`src/rtl/l1_threshold_servo_if.sv`:
```
// Bus bundle between the L1 threshold servo and its controller / beamform_trigger.
// The servo uses the slave modport; whoever drives the control inputs uses master.
interface l1_threshold_servo_if #(
    parameter int unsigned NBEAMS = 2
);
    localparam int unsigned THR_W = 18;
    localparam int unsigned CNT_W = 32;
    localparam int unsigned TOL_W = 16;

    logic                      enable_i;
    logic                      init_i;
    logic [THR_W-1:0]          thresh_init_i;
    logic [CNT_W-1:0]          target_i;
    logic [TOL_W-1:0]          tol_i;
    logic [THR_W-1:0]          step_i;
    logic [NBEAMS-1:0]         trigger_i;
    logic [THR_W-1:0]          thresh_o;
    logic [NBEAMS-1:0]         thresh_ce_o;
    logic                      update_o;
    logic                      busy_o;
    logic                      done_o;
    logic [NBEAMS*CNT_W-1:0]   count_o;
    logic [NBEAMS*THR_W-1:0]   thresh_rb_o;

    modport master (
        output enable_i, init_i, thresh_init_i, target_i, tol_i, step_i, trigger_i,
        input  thresh_o, thresh_ce_o, update_o, busy_o, done_o, count_o, thresh_rb_o
    );

    modport slave (
        input  enable_i, init_i, thresh_init_i, target_i, tol_i, step_i, trigger_i,
        output thresh_o, thresh_ce_o, update_o, busy_o, done_o, count_o, thresh_rb_o
    );
endinterface

```
`src/rtl/l1_threshold_servo.sv`:
```
// Closed-loop per-beam threshold servo for the L1 beamform trigger: load, commit, settle,
// count holdoff-gated triggers over a window, then step each threshold toward a target rate.
module l1_threshold_servo #(
    parameter int unsigned NBEAMS         = 2,
    parameter int unsigned PERIOD_CLOCKS  = 375000,
    parameter int unsigned SETTLE_CLOCKS  = 32,
    parameter int unsigned HOLDOFF_CLOCKS = 16,
    parameter logic [17:0] THRESH_MAX     = 18'h3FFFF
) (
    input logic                 aclk,
    input logic                 aresetn,
    l1_threshold_servo_if.slave bus
);
    localparam int unsigned THR_W  = 18;
    localparam int unsigned SUM_W  = THR_W + 1;
    localparam int unsigned CNT_W  = 32;
    localparam int unsigned CMP_W  = CNT_W + 1;
    localparam int unsigned TMR_W  = 32;
    localparam int unsigned HOLD_W = 32;
    localparam int unsigned IDX_W  = (NBEAMS > 1) ? $clog2(NBEAMS) : 1;
    localparam logic [IDX_W-1:0] LAST_IDX = IDX_W'(NBEAMS - 1);

    typedef enum logic [2:0] {
        S_IDLE,
        S_LOAD,
        S_UPDATE,
        S_SETTLE,
        S_COUNT,
        S_ADJUST,
        S_DONE
    } state_t;

    state_t                  state;
    logic [IDX_W-1:0]        idx;
    logic [TMR_W-1:0]        timer;
    logic [THR_W-1:0]        thr  [NBEAMS];
    logic [CNT_W-1:0]        cnt  [NBEAMS];
    logic [HOLD_W-1:0]       hold [NBEAMS];

    logic [THR_W-1:0]        thresh_q;
    logic [NBEAMS-1:0]       ce_q;
    logic                    update_q;
    logic                    busy_q;
    logic                    done_q;
    logic [NBEAMS*CNT_W-1:0] count_q;

    logic [IDX_W-1:0]        next_idx;
    logic [CNT_W-1:0]        cnt_sel;
    logic [THR_W-1:0]        thr_sel;
    logic [CMP_W-1:0]        upper;
    logic [CMP_W-1:0]        cnt_plus_tol;
    logic [SUM_W-1:0]        sum;
    logic                    go_up;
    logic                    go_down;
    logic [THR_W-1:0]        adj_thr;

    // Threshold step decision for the beam currently addressed in ADJUST.
    always_comb begin
        next_idx     = idx + IDX_W'(1);
        cnt_sel      = cnt[idx];
        thr_sel      = thr[idx];
        upper        = CMP_W'(bus.target_i) + CMP_W'(bus.tol_i);
        cnt_plus_tol = CMP_W'(cnt_sel) + CMP_W'(bus.tol_i);
        go_up        = CMP_W'(cnt_sel) > upper;
        go_down      = cnt_plus_tol < CMP_W'(bus.target_i);
        sum          = SUM_W'(thr_sel) + SUM_W'(bus.step_i);
        adj_thr      = thr_sel;
        if (go_up) begin
            adj_thr = (sum > SUM_W'(THRESH_MAX)) ? THRESH_MAX : sum[THR_W-1:0];
        end else if (go_down) begin
            adj_thr = (thr_sel < bus.step_i) ? '0 : (thr_sel - bus.step_i);
        end
    end

    // Iteration sequencer; outputs are registered alongside the state they belong to.
    always_ff @(posedge aclk or negedge aresetn) begin
        if (!aresetn) begin
            state    <= S_IDLE;
            idx      <= '0;
            timer    <= '0;
            thresh_q <= '0;
            ce_q     <= '0;
            update_q <= 1'b0;
            busy_q   <= 1'b0;
            done_q   <= 1'b0;
            count_q  <= '0;
            for (int b = 0; b < NBEAMS; b++) begin
                thr[b]  <= '0;
                cnt[b]  <= '0;
                hold[b] <= '0;
            end
        end else begin
            update_q <= 1'b0;
            done_q   <= 1'b0;
            ce_q     <= '0;
            case (state)
                S_IDLE: begin
                    if (bus.init_i) begin
                        for (int b = 0; b < NBEAMS; b++) begin
                            thr[b] <= bus.thresh_init_i;
                        end
                    end else if (bus.enable_i) begin
                        state    <= S_LOAD;
                        idx      <= '0;
                        thresh_q <= thr[0];
                        ce_q     <= NBEAMS'(1);
                        busy_q   <= 1'b1;
                    end
                end
                S_LOAD: begin
                    if (idx == LAST_IDX) begin
                        state    <= S_UPDATE;
                        update_q <= 1'b1;
                    end else begin
                        idx      <= next_idx;
                        thresh_q <= thr[next_idx];
                        ce_q     <= NBEAMS'(1) << next_idx;
                    end
                end
                S_UPDATE: begin
                    state <= S_SETTLE;
                    timer <= TMR_W'(SETTLE_CLOCKS - 1);
                    for (int b = 0; b < NBEAMS; b++) begin
                        cnt[b]  <= '0;
                        hold[b] <= '0;
                    end
                end
                S_SETTLE: begin
                    for (int b = 0; b < NBEAMS; b++) begin
                        cnt[b]  <= '0;
                        hold[b] <= '0;
                    end
                    if (timer == '0) begin
                        state <= S_COUNT;
                        timer <= TMR_W'(PERIOD_CLOCKS - 1);
                    end else begin
                        timer <= timer - TMR_W'(1);
                    end
                end
                S_COUNT: begin
                    // Holdoff-gated, saturating per-beam trigger counters.
                    for (int b = 0; b < NBEAMS; b++) begin
                        if (bus.trigger_i[b] && (hold[b] == '0)) begin
                            if (cnt[b] != '1) begin
                                cnt[b] <= cnt[b] + CNT_W'(1);
                            end
                            hold[b] <= HOLD_W'(HOLDOFF_CLOCKS);
                        end else if (hold[b] != '0) begin
                            hold[b] <= hold[b] - HOLD_W'(1);
                        end
                    end
                    if (timer == '0) begin
                        state <= S_ADJUST;
                        idx   <= '0;
                    end else begin
                        timer <= timer - TMR_W'(1);
                    end
                end
                S_ADJUST: begin
                    thr[idx] <= adj_thr;
                    if (idx == LAST_IDX) begin
                        state  <= S_DONE;
                        done_q <= 1'b1;
                        for (int b = 0; b < NBEAMS; b++) begin
                            count_q[b*CNT_W +: CNT_W] <= cnt[b];
                        end
                    end else begin
                        idx <= next_idx;
                    end
                end
                S_DONE: begin
                    if (bus.enable_i) begin
                        state    <= S_LOAD;
                        idx      <= '0;
                        thresh_q <= thr[0];
                        ce_q     <= NBEAMS'(1);
                    end else begin
                        state  <= S_IDLE;
                        busy_q <= 1'b0;
                    end
                end
                default: begin
                    state  <= S_IDLE;
                    busy_q <= 1'b0;
                end
            endcase
        end
    end

    assign bus.thresh_o    = thresh_q;
    assign bus.thresh_ce_o = ce_q;
    assign bus.update_o    = update_q;
    assign bus.busy_o      = busy_q;
    assign bus.done_o      = done_q;
    assign bus.count_o     = count_q;

    for (genvar g = 0; g < NBEAMS; g++) begin : g_rb
        assign bus.thresh_rb_o[g*THR_W +: THR_W] = thr[g];
    end
endmodule
```
`src/flat_wrapper.sv`:
```
// flat-port wrapper written by rule: the top's interface ports become plain ports
module l1_threshold_servo_flat 
#(
    parameter int unsigned NBEAMS         = 2,
    parameter int unsigned PERIOD_CLOCKS  = 375000,
    parameter int unsigned SETTLE_CLOCKS  = 32,
    parameter int unsigned HOLDOFF_CLOCKS = 16,
    parameter logic [17:0] THRESH_MAX     = 18'h3FFFF
)
  (aclk, aresetn, bus_enable_i, bus_init_i, bus_thresh_init_i, bus_target_i, bus_tol_i, bus_step_i, bus_trigger_i, bus_thresh_o, bus_thresh_ce_o, bus_update_o, bus_busy_o, bus_done_o, bus_count_o, bus_thresh_rb_o);
  l1_threshold_servo_if #(.NBEAMS(NBEAMS)) bus_i ();
  input logic aclk;
  input logic aresetn;
  input wire logic [$bits(bus_i.enable_i)-1:0] bus_enable_i;
  input wire logic [$bits(bus_i.init_i)-1:0] bus_init_i;
  input wire logic [$bits(bus_i.thresh_init_i)-1:0] bus_thresh_init_i;
  input wire logic [$bits(bus_i.target_i)-1:0] bus_target_i;
  input wire logic [$bits(bus_i.tol_i)-1:0] bus_tol_i;
  input wire logic [$bits(bus_i.step_i)-1:0] bus_step_i;
  input wire logic [$bits(bus_i.trigger_i)-1:0] bus_trigger_i;
  output wire logic [$bits(bus_i.thresh_o)-1:0] bus_thresh_o;
  output wire logic [$bits(bus_i.thresh_ce_o)-1:0] bus_thresh_ce_o;
  output wire logic [$bits(bus_i.update_o)-1:0] bus_update_o;
  output wire logic [$bits(bus_i.busy_o)-1:0] bus_busy_o;
  output wire logic [$bits(bus_i.done_o)-1:0] bus_done_o;
  output wire logic [$bits(bus_i.count_o)-1:0] bus_count_o;
  output wire logic [$bits(bus_i.thresh_rb_o)-1:0] bus_thresh_rb_o;
  assign bus_i.enable_i = bus_enable_i;
  assign bus_i.init_i = bus_init_i;
  assign bus_i.thresh_init_i = bus_thresh_init_i;
  assign bus_i.target_i = bus_target_i;
  assign bus_i.tol_i = bus_tol_i;
  assign bus_i.step_i = bus_step_i;
  assign bus_i.trigger_i = bus_trigger_i;
  assign bus_thresh_o = bus_i.thresh_o;
  assign bus_thresh_ce_o = bus_i.thresh_ce_o;
  assign bus_update_o = bus_i.update_o;
  assign bus_busy_o = bus_i.busy_o;
  assign bus_done_o = bus_i.done_o;
  assign bus_count_o = bus_i.count_o;
  assign bus_thresh_rb_o = bus_i.thresh_rb_o;
  l1_threshold_servo #(.NBEAMS(NBEAMS), .PERIOD_CLOCKS(PERIOD_CLOCKS), .SETTLE_CLOCKS(SETTLE_CLOCKS), .HOLDOFF_CLOCKS(HOLDOFF_CLOCKS), .THRESH_MAX(THRESH_MAX)) u_core (.aclk(aclk), .aresetn(aresetn), .bus(bus_i));
endmodule
```
`config.mk`:
```
export PLATFORM = sky130hd
export DESIGN_NAME = l1_threshold_servo_flat
export DESIGN_NICKNAME = d
export VERILOG_FILES = /design/src/rtl/l1_threshold_servo_if.sv /design/src/rtl/l1_threshold_servo.sv /design/src/flat_wrapper.sv
export SDC_FILE = /design/constraint.sdc
export NUM_CORES = 1
export LEC_CHECK = 0
export CAP_MARGIN = 20
export CORE_AREA = 2 2 179 181
export CTS_BUF_LIST = sky130_fd_sc_hd__clkbuf_4 sky130_fd_sc_hd__clkbuf_8
export CTS_CLUSTER_DIAMETER = 50
export DETAILED_ROUTE_END_ITERATION = 8
export DIE_AREA = 0 0 181 183
export PLACE_DENSITY_LB_ADDON = 0.05
export SLEW_MARGIN = 5
export SYNTH_ARGS = -nofsm -noshare
export SYNTH_HDL_FRONTEND = slang
export SYNTH_SLANG_ARGS = --single-unit
```
`constraint.sdc`:
```
create_clock -name aclk -period 13.8 [get_ports aclk]
set_input_delay 2.76 -clock aclk [delete_from_list [all_inputs] [get_ports aclk]]
set_output_delay 2.76 -clock aclk [all_outputs]
set_load 0.02 [all_outputs]
```
**After elaboration in Yosys (flattened, before gate mapping)**

Index checks and enable logic that the tools add are counted.

- Bits in read-only memories: 0
- Word-level logic and storage cells: 147
- RAM bits: 0
- Input bits: 90
- Flip-flop bits (word level): 287
- Latch bits: 0
- Memories: 0

- Reductions and logical operators: 28
- $lt $le $gt $ge: 7
- Shifts and indexed selects: 1
- Muxes and demuxes: 59
- Multiply operators: 0
- Equality and inequality tests: 24
- Divide/modulo/power cells: 0
- Bitwise gates (word level): 3
- $add $sub $neg: 10

Operators with widths:

| kind | number |
|---|---|
| 32-bit two-way mux | 13 |
| 64-bit one-hot mux with 2 select lines | 2 |
| 18-bit two-way mux | 14 |
| 32-bit logical NOT | 3 |
| 32-bit one-hot mux with 3 select lines | 1 |
| 32-bit by 1-bit subtractor with 32-bit output, second input constant | 3 |
| 36-bit one-hot mux with 2 select lines | 1 |
| 32-bit by 16-bit adder with 33-bit output | 2 |
| 32-bit by 1-bit adder with 32-bit output, second input constant | 2 |
| 32-bit inequality test, second input constant | 2 |
| 32-bit nonzero test | 2 |
| 18-bit one-hot mux with 3 select lines | 1 |
| 36-bit bitwise mux | 1 |
| 36-bit two-way mux | 1 |
| 32-bit by 33-bit greater-than comparator with 1-bit output | 1 |
| 33-bit by 32-bit < comparator with 1-bit output | 1 |
| 3-bit one-hot mux with 7 select lines | 1 |
| 18-bit by 18-bit adder with 19-bit output | 1 |
| 19-bit by 18-bit greater-than comparator with 1-bit output, second input constant | 1 |
| 18-bit demux with 1-bit select | 1 |
| 18-bit < comparator | 1 |
| 3-bit two-way mux | 6 |
| 18-bit subtractor | 1 |
| 2-bit by 1-bit inequality test with 1-bit output, second input constant | 8 |
| 27 further kinds | 62 |

**Logic depth before layout (Yosys ltp)**

- Depth after elaboration: 10
- Mapped depth: 31
- Gate-level depth less buffers: 24

**Worst setup path after synthesis**

No wires, ideal clock.

- Kind: input port to flip-flop
- Start: in bus_tol_i[0]
- End: reg u_core.thr (netlist bit u_core.bus.thresh_rb_o[16])
- Arrival time: 7.280 ns
- Stages: 22
- Library setup time: 0.066 ns
- Path slack: 6.453 ns
- Path buffers: 1
- Cell sequence: ha_1 -> inv_1 -> fa_1 -> nor2b_1 -> o31a_1 -> o211a_1 -> a211oi_2 -> nor4_1 -> nand3_1 -> nor2_1 -> xnor2_1 -> ha_1 -> a211oi_1 -> o21ai_0 -> a2111oi_0 -> o2111ai_1 -> nand3_1 -> clkbuf_1 -> nand3_1 -> or3b_1 -> a22oi_1 -> a221o_1

- Longest elaborated chain between the ends: 6
- Elaborated cells on any way between the ends: 8

Ends and longest elaborated chain:

| element | RTL line | source |
|---|---|---|
| start, declared | flat_wrapper.sv:18 | `input wire logic [$bits(bus_i.tol_i)-1:0] bus_tol_i;` |
| 32-bit by 16-bit adder with 33-bit output | l1_threshold_servo.sv:63 | `cnt_plus_tol = CMP_W'(cnt_sel) + CMP_W'(bus.tol_i);` |
| 33-bit by 32-bit < comparator with 1-bit output | l1_threshold_servo.sv:65 | `go_down = cnt_plus_tol < CMP_W'(bus.target_i);` |
| 18-bit two-way mux | l1_threshold_servo.sv:70 | `end else if (go_down) begin` |
| 18-bit two-way mux * | l1_threshold_servo.sv:68 | `if (go_up) begin` |
| 36-bit bitwise mux * | l1_threshold_servo.sv:160 | `thr[idx] <= adj_thr;` |
| 36-bit one-hot mux with 2 select lines * | l1_threshold_servo.sv:96 | `case (state)` |
| end signal, assigned by index | l1_threshold_servo.sv:100 | `thr[b] <= bus.thresh_init_i;` |
| end signal, assigned by index | l1_threshold_servo.sv:160 |  |
| end, declared | l1_threshold_servo.sv:36 | `logic [THR_W-1:0] thr [NBEAMS];` |

Mark *: on every way between the ends. The rest lies on a longest branch, timed or not.
A chain may end at the register's enable or synchronous reset.

**Final worst setup path**

- Start: in bus_tol_i[0]
- End: reg u_core.thr (netlist bit u_core.bus.thresh_rb_o[3])

Same word-level chain as after synthesis.

==> results_dict.tcl <==
set metrics [dict create \
    io_pins 213 \
    cts_tree "done" \
    firstDrtPassIters 8 \
    fin_crit_sh_pct 63.1 \
    num-nets-final 2750 \
    h-tree-depth 2 \
    end_kind "flop" \
    die_height_um 183 \
    slew_violations 0 \
    grt-ovfl-total 0 \
    pwr_density_cell_nw_per_um2 80.6 \
    synth_cell_type_count 90 \
    vdd_drop_max_mv 0.0901 \
    worst-path-max-fanout 20 \
    syn-num-nets 2558 \
    synth_mux_area_share_pct 3.62 \
    fmax_mhz 115 \
    switching_share_pct 26.4 \
    drv_cap 0 \
    combPwrFrac_pct 10.3 \
    yosys.area_share.simple_pct 23.3 \
    port_buffers 212 \
    ctsResizeCount 0 \
    ys_seq_area_share_pct 36.4 \
    grt_use_met1_pct 43.9 \
    cp_slowest_cell "nand2_1" \
    hold_viol 0 \
    die_area_um2 33100 \
    synth-async-reset-ratio_pct 100 \
    synth-adder-area-share_pct 9.15 \
    min_period_ps 8700 \
    rsz0062_at_grt "no" \
    tns_ps 0 \
    worstSetupPathType "input port to flop" \
    clkTransAtPathRegs_ps 60 \
    postCtsSetupBuffers 0 \
    die_w_um 181 \
    syn_avg_cell_area_um2 8.49 \
    setup_viol 0 \
    area_growth_pct 17.5 \
    grt_pass1_wl_um 89800 \
    fin_ws_ps 5100 \
    wl_per_cell_um 19.1 \
    rows 65 \
    rr_worst_depth 24 \
    hold_depth 2 \
    synth_ff_type "dfrtp_1" \
    ys.warnings.count 0 \
    num_vias 18100 \
    place_hpwl_um 41600 \
    synth_seq_cells 287 \
    busiest_layer "met2" \
    drive_gt1_share_pct 7.28 \
    place_ws_ps 4600 \
    synthCells 2326 \
    clk_latency_ps 620 \
    grt.total_usage_pct 33.5 \
    antenna_cells 0 \
    required_ps 14300 \
    tightest_slew_ps 1130 \
    p_leak_nw 10.6 \
    slowest_delay_ps 660 \
    core_um2 31200 \
    start_util_pct 63.2 \
    drtIter0Drc 1446 \
    netlist_area_um2 19700 \
    antenna_found_initial 0 \
    via_per_inst 6.12 \
    synth_edf_count 0 \
    wl_um 56400 \
    cts-hold-fix-buffers 0 \
    grt_pass1_vias 17400 \
    min_path_type "flop to flop" \
    power_frac_clock_pct 42.9 \
    use_met2_pct 57.4 \
    fillers 2409 \
    worstPathArrival_ps 9210 \
    cts_sinks 287 \
    synth_xor_area_share_pct 8.56 \
    synth_compound_area_share_pct 15.0 \
    layout.area.seq_um2 7180 \
    grt_max_degree 186 \
    finClkSkew_ps 27.0 \
    pwr-share-seq_pct 46.7 \
    relSlewSlack_pct 24.3 \
    drc_errors 0 \
    p_int_w 0.00138 \
    crit_chain "clkdlybuf4s50_1 > ha_1 > inv_1 > fa_1 > nor2b_1 > o31a_1 > o211a_1 > a211oi_2 > nor4_1 > nand3_1 > nor2_1 > xnor2_1 > ha_1 > a211oi_1 > o21ai_0 > a2111oi_0 > o2111ai_1 > nand3_1 > nand2_1 > nand4b_1 > a32o_1 > o221ai_1" \
    use_met3_pct 4.51 \
    multi_input_area_um2 11800 \
    start_kind "input port" \
    numCtsBuffers 49 \
    drtAntennaViolNets 0 \
    cts-root-buf "clkbuf_8" \
    synth_top_family_by_area "simple AND/OR/NAND/NOR gates" \
    gp_congestion 0.925 \
    switching_power_w 0.000494 \
    status "completed" \
    clk_path_buf_depth 3 \
]
-- logic make-up after synthesis --
| group | count (synthesis) |
|---|---|
| buf+inv | 205 |
| mux | 67 |
| xor+xnor | 193 |
| simple gates | 959 |
| compound gates | 473 |
| fa+ha+maj | 142 |
| flops | 287 |
-- through the flow --
stage | instance area (µm²) | power (W) | hold slack [ps] | cells | utilization [%]
final | 23200 | 0.00187 | 476 | 2958 | 74.3
after detailed placement | 22200 | 0.00108 | 464 | 2868 | 71.0
after CTS | 23200 | 0.00188 | 479 | 2957 | 74.2
after global placement | 22200 | 0.00107 | 460 | 2868 | 71.0
after floorplan | 19700 | 0.000997 | 452 | 2326 | -
after global routing | 23200 | 0.00194 | 497 | 2958 | 74.3
-- path summary, 6_finish.rpt --
path	from	end	slack [ps]
min in group asynchronous	aresetn	u_core.timer[20]	2180
hold / removal	u_core.bus.count_o[63]	u_core.bus.count_o[63]	480
hold reg to reg	u_core.bus.count_o[63]	u_core.bus.count_o[63]	480
setup reg to reg	u_core.idx	u_core.bus.thresh_rb_o[3]	5720
max in group asynchronous	aresetn	u_core.cnt[32]	10080
setup / recovery	bus_tol_i[0]	u_core.bus.thresh_rb_o[3]	5100
-- layer usage --
| metal | share of wire [%] | wire length (µm) |
|---|---|---|
| met1 | 42 | 23700 |
| met2 | 48 | 27200 |
| met3 | 6.5 | 3650 |
| met4 | 3.4 | 1910 |
| met5 | 0 | 0 |
-- area by class of cell --
type	instances	area share (%)
clock buffer	78	4.03
clock inverter	11	0.388
inverter	122	1.97
multi-input combinational	1834	50.9
sequential	287	31.0
tap	402	2.17
timing repair buffer	224	9.61
-- placed cells by master (no fill, tap or decap), types with 14 or more instances in the layout --
master | synthesis | final
nand2_1 | 354 | 353
dfrtp_1 | 287 | 286
nor2_1 | 230 | 229
clkdlybuf4s50_1 | 0 | 211
o21ai_0 | 150 | 150
ha_1 | 138 | 138
a21oi_1 | 135 | 134
xnor2_1 | 128 | 128
inv_1 | 120 | 120
nand3_1 | 71 | 71
xor2_1 | 65 | 65
clkbuf_8 | 0 | 56
nor3_1 | 53 | 53
nand4_1 | 46 | 46
mux2_2 | 35 | 35
and3_1 | 33 | 33
mux2i_1 | 32 | 32
or3_1 | 31 | 31
nand2b_1 | 28 | 28
nor4_1 | 27 | 27
clkbuf_4 | 0 | 22
a21o_1 | 20 | 20
a211oi_1 | 16 | 16
o21a_1 | 14 | 14
-- power by group through the flow --
stage / Clock [W] / Sequential [W] / Combinational [W]
after floorplan: 0 / 0.000885 / 0.000112
after global placement: 0 / 0.000887 / 0.000187
after detailed placement: 0 / 0.000888 / 0.000191
after CTS: 0.000810 / 0.000873 / 0.000193
after global routing: 0.000848 / 0.000875 / 0.000214
final: 0.000803 / 0.000874 / 0.000193
-- worst max-delay path: cells and delay by family --
| family | cells | cell delay (ps) |
|---|---|---|
| simple gates | 7 | 2710 |
| xor+xnor | 1 | 130 |
| fa+ha+maj | 3 | 830 |
| buf+inv | 2 | 550 |
| compound gates | 9 | 2220 |
-- registers in the layout, indices dropped and copies added (netlist names) --
signal,count
u_core.bus.done_o,1
u_core.bus.thresh_ce_o,2
u_core.cnt,64
u_core.state,3
u_core.timer,32
u_core.bus.thresh_o,18
u_core.bus.update_o,1
u_core.hold,64
u_core.bus.busy_o,1
u_core.bus.thresh_rb_o,36
u_core.bus.count_o,64
u_core.idx,1
-- synthesized netlist by cell type (46+ instances only) --
library cell	number	area, µm²
a21oi_1	135	676
clkbuf_1	59	221
dfrtp_1	287	7180
ha_1	138	1730
inv_1	120	450
nand2_1	354	1330
nand3_1	71	355
nand4_1	46	288
nor2_1	230	863
nor3_1	53	265
o21ai_0	150	751
xnor2_1	128	1120
xor2_1	65	569
No activity file was read; power rests on OpenSTA's default activity.
==> patch 1: new RTL, same flow settings <==
Set the localparam `HOLD_W` to 24 (it was 32).
--- a/src/rtl/l1_threshold_servo.sv
+++ b/src/rtl/l1_threshold_servo.sv
@@ -18,3 +18,3 @@
     localparam int unsigned TMR_W  = 32;
-    localparam int unsigned HOLD_W = 32;
+    localparam int unsigned HOLD_W = 24;
     localparam int unsigned IDX_W  = (NBEAMS > 1) ? $clog2(NBEAMS) : 1;
Check against the original RTL: no difference found for any inputs over 4 cycles, from zero or initial values and one cycle with aresetn low; that may be too few to reach the edited logic, so the function may still have changed.
==> patch 1 against the unedited design <==
Register-to-register slack improved by 0.71 ns. Wire length fell by 5.0%. Critical path type unchanged. Utilization fell by 2.8 points. Design area fell by 3.7%. Critical endpoint is now u_core.bus.thresh_rb_o[21]. Non-clock buffer count fell by 1. Setup slack improved by 0.093 ns. Synthesized area fell by 3.8%. Synthesized cell count fell by 4.2%. Sequential share of layout area fell by 0.59 points. Sequential cell count fell by 16. First-iteration DRC count rose by 6.4%.
Power is not compared: it rests on default switching activity, and its combinational part moved more than twofold at a synthesized area within 25%.
==> patch 1: results (changes against the unedited design) <==
| Metric | Value |
|---|---|
| Post-synth top cells | `sky130_fd_sc_hd__nand2_1, sky130_fd_sc_hd__dfrtp_1, sky130_fd_sc_hd__nor2_1` |
| Mean post-synth cell area | `8.52 um2 (+0.34%)` |
| WL per Instance | `18.8 um (-1.4%)` |
| Yosys cell types | `89 (-1.1%)` |
| Part of the Yosys area used for sequential elements | `35.7% (-0.65 points)` |
| Nets in the synthesized netlist | `2,461 (-3.8%)` |
| Maximum number of pins on one net before global-route repair | `141 (-24%)` |
| Slowest cell delay on critical path | `0.75 ns (+0.09 ns)` |
| Largest fanout of any net on the critical path | `21 (+5.0%)` |
| Master of the slowest instance on the critical path | `sky130_fd_sc_hd__and2_1` |
| Multiplexer fraction of the synthesized cell area | `3.68% (+0.059 points)` |
| RePlAce Congestion | `0.969 (+4.7%)` |
| First-pass detailed-route iteration total | `5 (-3)` |
| Post-Route Utilization | `71.5% (-2.8 points)` |
| Cells after DPL | `2,766 (-3.6%)` |
| Wire length of the first global-routing pass | `85.5 mm (-4.8%)` |
| Area after detailed placement | `21,400 um2 (-3.6%)` |
| Later-pin clock latency in the skew report | `0.56 ns (-0.06 ns)` |
| Worst slack, placed | `4.88 ns (+0.285 ns)` |
| Via/cell ratio | `6.11 (-0.18%)` |
| Layout Skew | `0.0182 ns (-0.00884 ns)` |
| Synth Area in Compound Gates | `15.2% (+0.27 points)` |
| Adder and majority gate portion of the synthesized area | `9.52% (+0.37 points)` |
| Via count of the routed design | `17,400 (-3.9%)` |
| Syn. warnings | `0 (unchanged)` |
| Number of global-route vias before repair | `16,400 (-6.0%)` |
| Area contributors post-synth | `sky130_fd_sc_hd__dfrtp_1, sky130_fd_sc_hd__ha_1, sky130_fd_sc_hd__nand2_1, sky130_fd_sc_hd__xnor2_1, sky130_fd_sc_hd__nor2_1` |
| Data arrival time of the critical path | `9.10 ns (-0.11 ns)` |
| All-Layer GR Usage | `31.7% (-1.8 points)` |
| Drt first-iter violations | `1,539 (+6.4%)` |
| Number of inserted filler cells in the final layout | `2,476 (+2.8%)` |
| Final HPWL from detailed placement | `39.8 mm (-4.2%)` |
| Run status | `finished clean` |
| Cts bufs inserted | `43 (-12%)` |
| Top cell family by delay on the critical path | `compound AO/OA/AOI/OAI gates` |
| XOR/XNOR share of the synthesized area | `8.53% (-0.027 points)` |
-- patch 1: changes by cell type in the layout (fill, tap and decap cells not counted), moves of 11 or more --
cell,change
sky130_fd_sc_hd__xor2_1,+14
sky130_fd_sc_hd__or3_1,-14
sky130_fd_sc_hd__inv_1,-26
sky130_fd_sc_hd__a21oi_1,-16
sky130_fd_sc_hd__dfrtp_1,-16
sky130_fd_sc_hd__o21ai_0,-32
sky130_fd_sc_hd__nand3_1,-14
sky130_fd_sc_hd__clkbuf_4,-12
sky130_fd_sc_hd__xnor2_1,-22
sky130_fd_sc_hd__nand4_1,-13
sky130_fd_sc_hd__nor3_1,+11
-- patch 1: per-layer routing --
layer / vias to the layer above / part of all wire (%) / routed length (um) / GRT usage (%)
met4: 0 / 2.6 / 1370 / 9.11
li1: 8210 / - / - / -
met5: - / 0 / 0 / 0
met3: 91 / 7.4 / 3950 / 3.85
met1: 8372 / 46 / 24600 / 47.0
met2: 726 / 44 / 23600 / 49.2
-- patch 1: cell type report --
type                       instances  area share, %
antenna                            2         0.0224
multi-input combinational       1772           51.5
clock inverter                    14          0.454
clock buffer                      66           3.79
timing repair buffer             223           9.95
sequential                       271           30.4
tap                              402           2.25
inverter                          98           1.65
-- patch 1: worst paths after layout --
kind,slack (ns),cells past startpoint,startpoint,to
max,5.19,21,bus_tol_i[1],u_core.bus.thresh_rb_o[21]
min,0.47,2,u_core.bus.count_o[42],u_core.bus.count_o[42]
max reg2reg,6.43,21,u_core.idx,u_core.bus.thresh_rb_o[21]
min reg2reg,0.47,2,u_core.bus.count_o[42],u_core.bus.count_o[42]
max in group asynchronous,10.22,2,aresetn,u_core.bus.count_o[10]
min in group asynchronous,2.29,1,aresetn,u_core.timer[31]
==> patch 2: new RTL, same settings <==
Without the edit above. The 7 states of `state_t` get a one-hot encoding in 7 bits.
--- a/src/rtl/l1_threshold_servo.sv
+++ b/src/rtl/l1_threshold_servo.sv
@@ -22,10 +22,10 @@
 
-    typedef enum logic [2:0] {
-        S_IDLE,
-        S_LOAD,
-        S_UPDATE,
-        S_SETTLE,
-        S_COUNT,
-        S_ADJUST,
-        S_DONE
+    typedef enum logic [6:0] {
+        S_IDLE   = 7'b0000001,
+        S_LOAD   = 7'b0000010,
+        S_UPDATE = 7'b0000100,
+        S_SETTLE = 7'b0001000,
+        S_COUNT  = 7'b0010000,
+        S_ADJUST = 7'b0100000,
+        S_DONE   = 7'b1000000
     } state_t;
Function: no difference found for any inputs over 4 cycles, from zero or initial values and one cycle with aresetn low; so few cycles prove little.
==> patch 2 against the unedited design <==
Critical path type unchanged. Register-to-register slack improved by 0.48 ns. Critical path depth up 1. Synthesized area is 0.46% lower. Die area stayed put. Wire length shrank 2.7%. Largest cell class unchanged. Design area grew 0.39%. Highest routed layer unchanged. Setup slack improved by 0.24 ns. Count of clock-buffer cells in the layout increased by 3. Sequential cell count is 4 higher.
Power is not compared: it rests on default switching activity, and its combinational part moved more than twofold at a synthesized area within 25%.
==> patch 2: results (changes against the unedited design) <==
| Metric | Value |
|---|---|
| Beginning of the worst hold path | `u_core.bus.count_o[3]` |
| Via count of the routed design | `17,900 (-1.3%)` |
| Master of the slowest instance on the critical path | `sky130_fd_sc_hd__or2_1` |
| Slowest cell delay on critical path | `0.68 ns (+0.02 ns)` |
| Run status | `finished clean` |
| Yosys cell types | `87 (-3.3%)` |
| Layout clock buffer count | `81 (+3.8%)` |
| Post-route clock period utilization | `61.3% (-1.8 points)` |
| Synthesized netlist cell count | `2,288 (-1.6%)` |
| Antenna violations before repair | `4 (+4)` |
| First-pass detailed-route iteration total | `6 (-2)` |
| RR Endpoint | `u_core.bus.thresh_rb_o[21]` |
| Nonclk inv count | `104 (-15%)` |
| Count of inserted antenna diode cells | `3 (+3)` |
| Wire length of the first global-routing pass | `88.3 mm (-1.7%)` |
| Post-synth top cells | `sky130_fd_sc_hd__nand2_1, sky130_fd_sc_hd__dfrtp_1, sky130_fd_sc_hd__nor2_1` |
| Ratio of cells with drive above 1 in the final layout | `7.51% (+0.23 points)` |
| Layout multi-input combinational cell count | `1,808 (-1.4%)` |
| WL per Instance | `18.8 um (-1.6%)` |
| Later-pin clock latency in the skew report | `0.59 ns (-0.03 ns)` |
| Area after detailed placement | `22,100 um2 (-0.46%)` |
| Clk tree area frac | `5.08% (+0.65 points)` |
| Number of cells on the worst reg-to-reg path | `25 (+4.2%)` |
| Area contributors post-synth | `sky130_fd_sc_hd__dfrtp_1, sky130_fd_sc_hd__ha_1, sky130_fd_sc_hd__nand2_1, sky130_fd_sc_hd__xnor2_1, sky130_fd_sc_hd__nor2_1` |
| All-Layer GR Usage | `32.6% (-0.93 points)` |
| Number of cells in the finished layout apart from fillers | `2,923 (-1.2%)` |
| Slack of the worst reg-to-reg path | `6.20 ns (+0.48 ns)` |
| Final HPWL from detailed placement | `40.5 mm (-2.5%)` |
-- patch 2: changes by cell type after synthesis, sizes merged, moves of 13 or more --
| cell | unedited run | this run |
|---|---|---|
| xnor2 | 128 | 105 |
| xor2 | 65 | 88 |
| inv | 120 | 104 |
| clkbuf | 60 | 73 |
| nand2b | 28 | 14 |
| a21oi | 137 | 117 |
-- patch 2: cell families (layout without fill, tap and decap cells) --
group	after synthesis	in the layout	synth area share, %
xor gates and xnor gates	193	193	8.60
AOI/OAI and AO/OA	450	450	14.5
muxes	66	66	3.60
adders and majority gates	142	142	9.19
DFF	291	291	37.1
other	0	3	0
and+or+nand+nor	957	957	23.3
buffers and inverters	189	419	3.71
-- patch 2: routing by layer --
metal	track usage, %	up-vias	share of wire, %
li1	-	8427	-
met1	47.6	8552	44
met2	50.4	773	45
met3	4.59	115	8.2
met4	10.3	0	2.7
met5	0	-	0
